File: src/rtl/me_stage_pkg.sv
// Shared types and constants for the memory-access stage: EX->ME and ME->WB
// bus layouts plus the dest_flag field positions used by the load aligner.
package me_stage_pkg;

  localparam int EX_ME_W = 76;
  localparam int ME_WB_W = 70;
  localparam int DATA_W  = 32;
  localparam int DEST_W  = 5;

  // dest_flag = {src_is_signed, mem_is_byte, mem_is_half, offset[1:0]}
  localparam int FLAG_W      = 5;
  localparam int FLAG_SIGNED = 4;
  localparam int FLAG_BYTE   = 3;
  localparam int FLAG_HALF   = 2;
  localparam int FLAG_OFF_HI = 1;
  localparam int FLAG_OFF_LO = 0;

  typedef enum logic [1:0] {
    LD_WORD,
    LD_HALF,
    LD_BYTE
  } load_size_e;

  typedef struct packed {
    logic [FLAG_W-1:0] dest_flag;
    logic [DATA_W-1:0] pc;
    logic [DATA_W-1:0] alu_result;
    logic              res_from_mem;
    logic              gr_we;
    logic [DEST_W-1:0] dest;
  } ex_me_bus_t;

  typedef struct packed {
    logic [DATA_W-1:0] pc;
    logic [DATA_W-1:0] final_result;
    logic              gr_we;
    logic [DEST_W-1:0] dest;
  } me_wb_bus_t;

endpackage

File: src/rtl/me_load_align.sv
// Combinational load extractor: picks the byte/half/word addressed by the
// offset in dest_flag and sign- or zero-extends it. Byte wins over half.
module me_load_align
  import me_stage_pkg::*;
(
  input  logic [DATA_W-1:0] rdata,
  input  logic [FLAG_W-1:0] dest_flag,
  output logic [DATA_W-1:0] load_data
);

  load_size_e size;
  logic [7:0]  byte_sel;
  logic [15:0] half_sel;
  logic        sign_en;

  always_comb begin
    size = LD_WORD;
    if (dest_flag[FLAG_BYTE])
      size = LD_BYTE;
    else if (dest_flag[FLAG_HALF])
      size = LD_HALF;
  end

  always_comb begin
    byte_sel  = rdata[7:0];
    half_sel  = rdata[15:0];
    sign_en   = dest_flag[FLAG_SIGNED];
    load_data = rdata;

    case (dest_flag[FLAG_OFF_HI:FLAG_OFF_LO])
      2'd0: byte_sel = rdata[7:0];
      2'd1: byte_sel = rdata[15:8];
      2'd2: byte_sel = rdata[23:16];
      2'd3: byte_sel = rdata[31:24];
    endcase

    // offset[0] is meaningless for halfword accesses
    if (dest_flag[FLAG_OFF_HI])
      half_sel = rdata[31:16];

    case (size)
      LD_BYTE: load_data = {{(DATA_W-8){sign_en & byte_sel[7]}}, byte_sel};
      LD_HALF: load_data = {{(DATA_W-16){sign_en & half_sel[15]}}, half_sel};
      default: load_data = rdata;
    endcase
  end

endmodule

File: src/rtl/me_stage.sv
// Memory-access pipeline stage: one-entry EX->ME register, SRAM read-data
// capture, load alignment and ME->WB / forwarding outputs. Macro ME_PERF_CNT_EN.
module me_stage
  import me_stage_pkg::*;
(
  input  logic               clk,
  input  logic               reset,
  input  logic               EX_to_ME_Valid,
  input  logic [EX_ME_W-1:0] EX_to_ME_Bus,
  output logic               ME_Allow_in,
  input  logic [DATA_W-1:0]  data_sram_rdata,
  input  logic               WB_Allow_in,
  output logic               ME_to_WB_Valid,
  output logic [ME_WB_W-1:0] ME_to_WB_Bus,
  output logic [DEST_W-1:0]  ME_dest,
  output logic [DATA_W-1:0]  ME_Forward_Res
`ifdef ME_PERF_CNT_EN
  ,
  output logic [31:0]        ME_load_cnt,
  output logic [31:0]        ME_stall_cnt
`endif
);

  logic              me_valid;
  logic              first_cycle;
  logic              accept;
  ex_me_bus_t        bus_r;
  me_wb_bus_t        wb_bus;
  logic [DATA_W-1:0] rdata_hold;
  logic [DATA_W-1:0] rdata_eff;
  logic [DATA_W-1:0] load_data;
  logic [DATA_W-1:0] final_result;

  assign ME_Allow_in = !me_valid || WB_Allow_in;
  assign accept      = ME_Allow_in && EX_to_ME_Valid;

  always_ff @(posedge clk) begin
    if (reset) begin
      me_valid    <= 1'b0;
      first_cycle <= 1'b0;
    end else begin
      if (ME_Allow_in)
        me_valid <= EX_to_ME_Valid;
      first_cycle <= accept;
    end
  end

  always_ff @(posedge clk) begin
    if (accept)
      bus_r <= ex_me_bus_t'(EX_to_ME_Bus);
  end

  // EX keeps the SRAM enabled, so its output drifts during a stall; freeze
  // the value seen in the first cycle of residency.
  always_ff @(posedge clk) begin
    if (first_cycle)
      rdata_hold <= data_sram_rdata;
  end

  assign rdata_eff = first_cycle ? data_sram_rdata : rdata_hold;

  me_load_align u_load_align (
    .rdata     (rdata_eff),
    .dest_flag (bus_r.dest_flag),
    .load_data (load_data)
  );

  assign final_result = bus_r.res_from_mem ? load_data : bus_r.alu_result;

  always_comb begin
    wb_bus.pc           = bus_r.pc;
    wb_bus.final_result = final_result;
    wb_bus.gr_we        = bus_r.gr_we;
    wb_bus.dest         = bus_r.dest;
  end

  assign ME_to_WB_Valid = me_valid;
  assign ME_to_WB_Bus   = wb_bus;
  assign ME_dest        = bus_r.dest & {DEST_W{me_valid & bus_r.gr_we}};
  assign ME_Forward_Res = final_result;

`ifdef ME_PERF_CNT_EN
  always_ff @(posedge clk) begin
    if (reset) begin
      ME_load_cnt  <= '0;
      ME_stall_cnt <= '0;
    end else begin
      if (me_valid && WB_Allow_in && bus_r.res_from_mem)
        ME_load_cnt <= ME_load_cnt + 32'd1;
      if (me_valid && !WB_Allow_in)
        ME_stall_cnt <= ME_stall_cnt + 32'd1;
    end
  end
`endif

endmodule
File: config.mk
export PLATFORM = sky130hd
export DESIGN_NAME = me_stage
export DESIGN_NICKNAME = d
export VERILOG_FILES = /design/src/rtl/me_stage_pkg.sv /design/src/rtl/me_load_align.sv /design/src/rtl/me_stage.sv
export SDC_FILE = /design/constraint.sdc
export NUM_CORES = 1
export LEC_CHECK = 0
export CORE_UTILIZATION = 38
export CTS_CLUSTER_DIAMETER = 50
export DETAILED_ROUTE_END_ITERATION = 10
export GPL_TIMING_DRIVEN = 0
export MAX_ROUTING_LAYER = met4
export PLACE_DENSITY = 0.8
export SETUP_SLACK_MARGIN = 0.4
export SYNTH_ARGS = -nofsm -noshare
export SYNTH_HDL_FRONTEND = slang
export SYNTH_SLANG_ARGS = --single-unit
File: constraint.sdc
create_clock -name clk -period 2.4 [get_ports clk]
set_input_delay 0.24 -clock clk [delete_from_list [all_inputs] [get_ports clk]]
set_output_delay 0.24 -clock clk [all_outputs]
set_load 0.02 [all_outputs]
# Word level (Yosys, flattened, before mapping)
# Cells that the tools add are included.
[op_classes] n_eq_ne=5 muxes=7 n_bitwise=4 reduce_logical=4
[ops] op="32-bit two-way mux" n=2
[ops] op="32-bit case mux with 2 select lines" n=1
[ops] op="8-bit case mux with 4 select lines" n=1
[ops] op="16-bit two-way mux" n=1
[ops] op="2-bit equality test, second input constant" n=3
[ops] op="5-bit AND" n=1
[ops] op="2-bit by 1-bit equality test with 1-bit output, second input constant" n=2
[ops] op="1-bit AND" n=3
[ops] op="2-bit logical NOT" n=1
[ops] op="2-bit two-way mux" n=1
[ops] op="1-bit logical AND" n=1
[ops] op="1-bit logical NOT" n=1
[ops] op="1-bit logical OR" n=1
[ops] op="1-bit two-way mux" n=1
[totals] reg_bits=110 input_bits=112 out_inout_bits=109 wordCells=29

# Logic depth before layout (Yosys ltp)
[depth] word_depth=5 mapped_depth=9 depth_no_buf=4

# Cells and area by module
# Synthesis repeated with hierarchy kept, for this count alone.
[unflattened] cells_unflattened=374 hier_area_um2=5422.7
[by_module_without_submodules] mod="me_stage" n_inst=1 cells_per_inst=262 area_each_um2=4636.9 seq_area_each_um2=2962.8
[by_module_without_submodules] mod="me_load_align" n_inst=1 cells_per_inst=112 area_each_um2=785.8 seq_area_each_um2=0.0

# Least setup slack after synthesis
# OpenSTA, ideal clock, no wires.
[synth_path] kind="register to register" start="register me_valid (netlist: ME_to_WB_Valid)" end="register bus_r (netlist bit ME_to_WB_Bus[0]), enable pin" setup_time_ps=443 arrival_time_ps=2483 required_ps=1957 path_slack_ps=-526 stages_incl_launch_ff=3 n_path_buf=0 synth_period_minus_slack_ps=2926 path_cell_list="dfxtp_1 > nand2b_1 > and2_1"
[synth_via] elab_chain_cells=3
[synth_lines] element="start: declaration" line="me_stage.sv:24" text="logic me_valid;"
[synth_lines] element="start signal: assignment" line="me_stage.sv:43" text="me_valid <= EX_to_ME_Valid;"
[synth_lines] element="1-bit logical NOT" line="me_stage.sv:34" text="assign ME_Allow_in = !me_valid || WB_Allow_in;"
[synth_lines] element="1-bit logical OR" line="me_stage.sv:34"
[synth_lines] element="net ME_Allow_in" line="me_stage.sv:10" text="output logic ME_Allow_in,"
[synth_lines] element="1-bit logical AND" line="me_stage.sv:35" text="assign accept = ME_Allow_in && EX_to_ME_Valid;"
[synth_lines] element="net accept" line="me_stage.sv:26" text="logic accept;"
[synth_lines] element="end signal: assignment" line="me_stage.sv:50" text="bus_r <= ex_me_bus_t'(EX_to_ME_Bus);"
[synth_lines] element="end: declaration" line="me_stage.sv:27" text="ex_me_bus_t bus_r;"
# The timed path passes the listed nets, and every way through them passes these cells.
# A chain may end at the register's enable or synchronous reset.

# Final worst setup path
[layout_path] start="register first_cycle" end="output ME_to_WB_Bus[31]"
[layout_via] elab_chain_cells=5 word_cells_on_any_way=7 cone_classes="mux (5); bitwise (2)"
[layout_lines] element="start: declaration" line="me_stage.sv:25" text="logic first_cycle;"
[layout_lines] element="start signal: assignment" line="me_stage.sv:44" text="first_cycle <= accept;"
[layout_lines] element="32-bit two-way mux"
[layout_lines] element="net rdata_eff[7]" line="me_stage.sv:30" text="logic [DATA_W-1:0] rdata_eff;"
[layout_lines] element="8-bit case mux with 4 select lines" line="me_load_align.sv:30" text="case (dest_flag[FLAG_OFF_HI:FLAG_OFF_LO])"
[layout_lines] element="1-bit AND" line="me_load_align.sv:42" text="LD_BYTE: load_data = {{(DATA_W-8){sign_en & byte_sel[7]}}, byte_sel};"
[layout_lines] element="32-bit case mux with 2 select lines" line="me_load_align.sv:41" text="case (size)"
[layout_lines] element="32-bit two-way mux" line="me_stage.sv:68" text="assign final_result = bus_r.res_from_mem ? load_data : bus_r.alu_result;"
[layout_lines] element="end: declaration" line="me_stage.sv:14" text="output logic [ME_WB_W-1:0] ME_to_WB_Bus,"
# The timed path passes the listed nets, and every way through them passes these cells.

==> flow_metrics.tcl <==
set metrics [dict create \
    finalSetupViolations 54 \
    wl_per_cell_um 19.6 \
    num-nets-final 776 \
    worstSetupPathType "register to primary output" \
    crit_required_ns 2.16 \
    layout_commonest_cell "clkdlybuf4s50_1" \
    drc 0 \
    yosys.area.top_type "edfxtp_1" \
    setup_ws_ns -0.164 \
    finalWirelength_um 16600 \
    cts.clk_slew.worst_paths_ns 0.08 \
    cts_root_buf "clkbuf_16" \
    dieArea_um2 13900 \
    synth_seq_cells 110 \
    fp.dieW_um 118 \
    hold_violations 0 \
    fp.coreArea_um2 13200 \
    switching_share 0.293 \
    worstSetupStartpointType "register" \
    grt_max_degree 78 \
    worstHoldStart "EX_to_ME_Bus[58]" \
    p_leak_nw 3.60 \
    grt_setup_unrepaired "true" \
    area_delta_synth_final_pct 78.0 \
    clock_path_buffers 2 \
    syn_area_per_cell_um2 13.0 \
    timing.rr.start "ME_to_WB_Valid$_SDFFE_PP0N_" \
    multi_input_area_um2 2050 \
    drive_above_1_share 0.459 \
    r2r_slack_ns 0.62 \
    htreeDepth 3 \
    worstPathArrival_ns 2.32 \
    slew_headroom 0.312 \
    antennaDiodeCount 0 \
    initial_utilization 0.387 \
    clk_latency_ns 0.37 \
    fin_skew_ns 0.00799 \
    die_y_um 118 \
    wl_met1_um 6390 \
    num_io_pins 221 \
    ctsHoldBuffers 0 \
    crit_chain "buf_8 > buf_4 > mux2_4 > o221a_4 > a31oi_4 > buf_6 > a31oi_4 > buf_6 > buf_6" \
    cts.sinks 110 \
    path_common_cell "buf_6" \
    wl_met2_um 8520 \
    dr_wl_met3_um 1230 \
    final.period_utilization 1.07 \
    layout_common_cells "clkdlybuf4s50_1, buf_6, edfxtp_1, buf_4, dfxtp_1" \
    vias 4259 \
    ys_warn_count 0 \
    power_density_nw_per_um2 638 \
    hold_end "ME_to_WB_Bus[57]$_DFFE_PP_" \
    grt_pass1_vias 4544 \
    crit_fanout 7 \
    switching_power_mw 1.70 \
    firstDrtPassIters 5 \
    p_comb_frac 0.333 \
    netlist_area_um2 5110 \
    ant_nets 0 \
    yosysTopAreaCellShare 0.447 \
    grt.total_usage 0.245 \
    grt_pass1_wl_um 24700 \
    clkPwrFrac 0.270 \
    hold_path_class "input pin to register" \
    vdd_ir_drop_max_uv 468 \
    vias_per_cell 5.04 \
    cts_buffers 9 \
    ff2ff_path_depth 2 \
    worstHoldPathCells 1 \
    netlist_instances 392 \
    violations "setup timing" \
    synthesis.nets 504 \
    dp_slack_ns -0.478 \
    reg2reg_to "ME_to_WB_Bus[61]$_DFFE_PP_" \
    synth_edf_count 76 \
    pwr-share-seq 0.397 \
    overflow 0 \
    nFillCells 895 \
    cpMaxStageDelayCell "dfxtp_2" \
    cts_tree "yes" \
    synth_seq_area_share 0.580 \
    drt_iter0_markers 176 \
    cap_violations 0 \
    synth.distinct_cells 40 \
    dpl.hpwl_um 11100 \
    antenna_found_initial 0 \
    min_period_ns 2.56 \
    total_power_mw 5.81 \
    p_int_mw 4.11 \
    row_count 42 \
    drv_slew 0 \
    highest-signal-layer "met4" \
    port_buffers 220 \
    ys_top_cells_by_area "edfxtp_1, dfxtp_1, buf_4" \
    fmax_mhz 390 \
    synth-main-ff-cell "edfxtp_1" \
    status "complete, but fails checks" \
    critPathMaxStageDelay_ns 0.33 \
    tightest_slew_ns 1.03 \
    end_kind "primary output" \
    regArea_um2 2960 \
    globalplace.congestion 0.851 \
    ys_async_sr_fraction 0 \
]
## metal layers
layer,up-vias,GRT usage
li1,1926,-
met1,2077,0.282
met2,229,0.410
met3,27,0.0562
met4,0,0.107
met5,-,-
## cell type report
| cell class | instances | share of cell area |
|---|---|---|
| buffer | 87 | 0.0872 |
| clock buffer | 9 | 0.0248 |
| clock inverter | 7 | 0.00867 |
| inverter | 15 | 0.00619 |
| multi-input combinational | 180 | 0.225 |
| sequential | 110 | 0.326 |
| tap | 176 | 0.0242 |
| timing repair buffer | 261 | 0.298 |
## power groups by stage
stage	Combinational (mW)	Clock [mW]	Sequential (mW)
after CTS	1.85	1.58	2.30
after detailed placement	1.54	0	2.33
after global placement	1.51	0	2.32
final	1.93	1.57	2.31
after floorplan	0.870	0	2.31
after global routing	2.02	1.66	2.33
## critical path: cells and delay by family, from the launching register on
kind	cells	cell delay [ns]
buffers and inverters	5	0.71
DFF	1	0.33
AOI/OAI and AO/OA	3	0.59
muxes	1	0.33
## state kept, by name, summed over array words and instances, names as in the netlist
register and count:
ME_to_WB_Bus 38, bus_r 38, rdata_hold 32, ME_to_WB_Valid 1, first_cycle 1
## what timing repair did
item                       CTS  global route
gates cloned                 3             1
hold endpoints to repair     0             0
resized for setup          492            23
setup endpoints to repair   64            64
setup buffers               27            10
pin swaps                   28            15
## worst max path at each step
stage,start,end,cells past startpoint
3_3_place_gp,bus_r[74]$_DFFE_PP_,ME_to_WB_Bus[24],6
4_1_cts,first_cycle$_SDFF_PP0_,ME_to_WB_Bus[6],9
5_1_grt,first_cycle$_SDFF_PP0_,ME_to_WB_Bus[6],9
6_report,first_cycle$_SDFF_PP0_,ME_to_WB_Bus[31],9
3_5_place_dp,bus_r[74]$_DFFE_PP_,ME_to_WB_Bus[32],6
2_1_floorplan,bus_r[72]$_DFFE_PP_,ME_to_WB_Bus[24],6
## per-stage QoR
stage | cell area, µm² | std cells | TNS (ns) | hold WS [ns] | util
floorplan | 5280 | 392 | 0 | 0.309 | -
global placement | 7700 | 788 | -17.93 | 0.458 | 0.584
detailed placement | 7700 | 788 | -19.38 | 0.467 | 0.584
CTS | 8910 | 834 | -2.96 | 0.413 | 0.676
global route | 9100 | 845 | -8.25 | 0.415 | 0.690
finish | 9100 | 845 | -4.18 | 0.422 | 0.690
## synth_stat cells (all sizes together), types with 7 or more instances
library cell,instances
mux4,10
nor2,33
nand3,8
buf,79
clkbuf,8
and3,7
a31oi,10
o22a,11
inv,15
edfxtp,76
nand2,11
mux2i,15
mux2,22
dfxtp,34
## cells by family after synthesis
family | Yosys count | synth area share
AO/OA/AOI/OAI | 60 | 0.0923
multiplexers | 47 | 0.123
flip-flops | 110 | 0.580
AND/OR/NAND/NOR | 73 | 0.0698
buffers and inverters | 102 | 0.136
(Power assumes the default switching activity.)
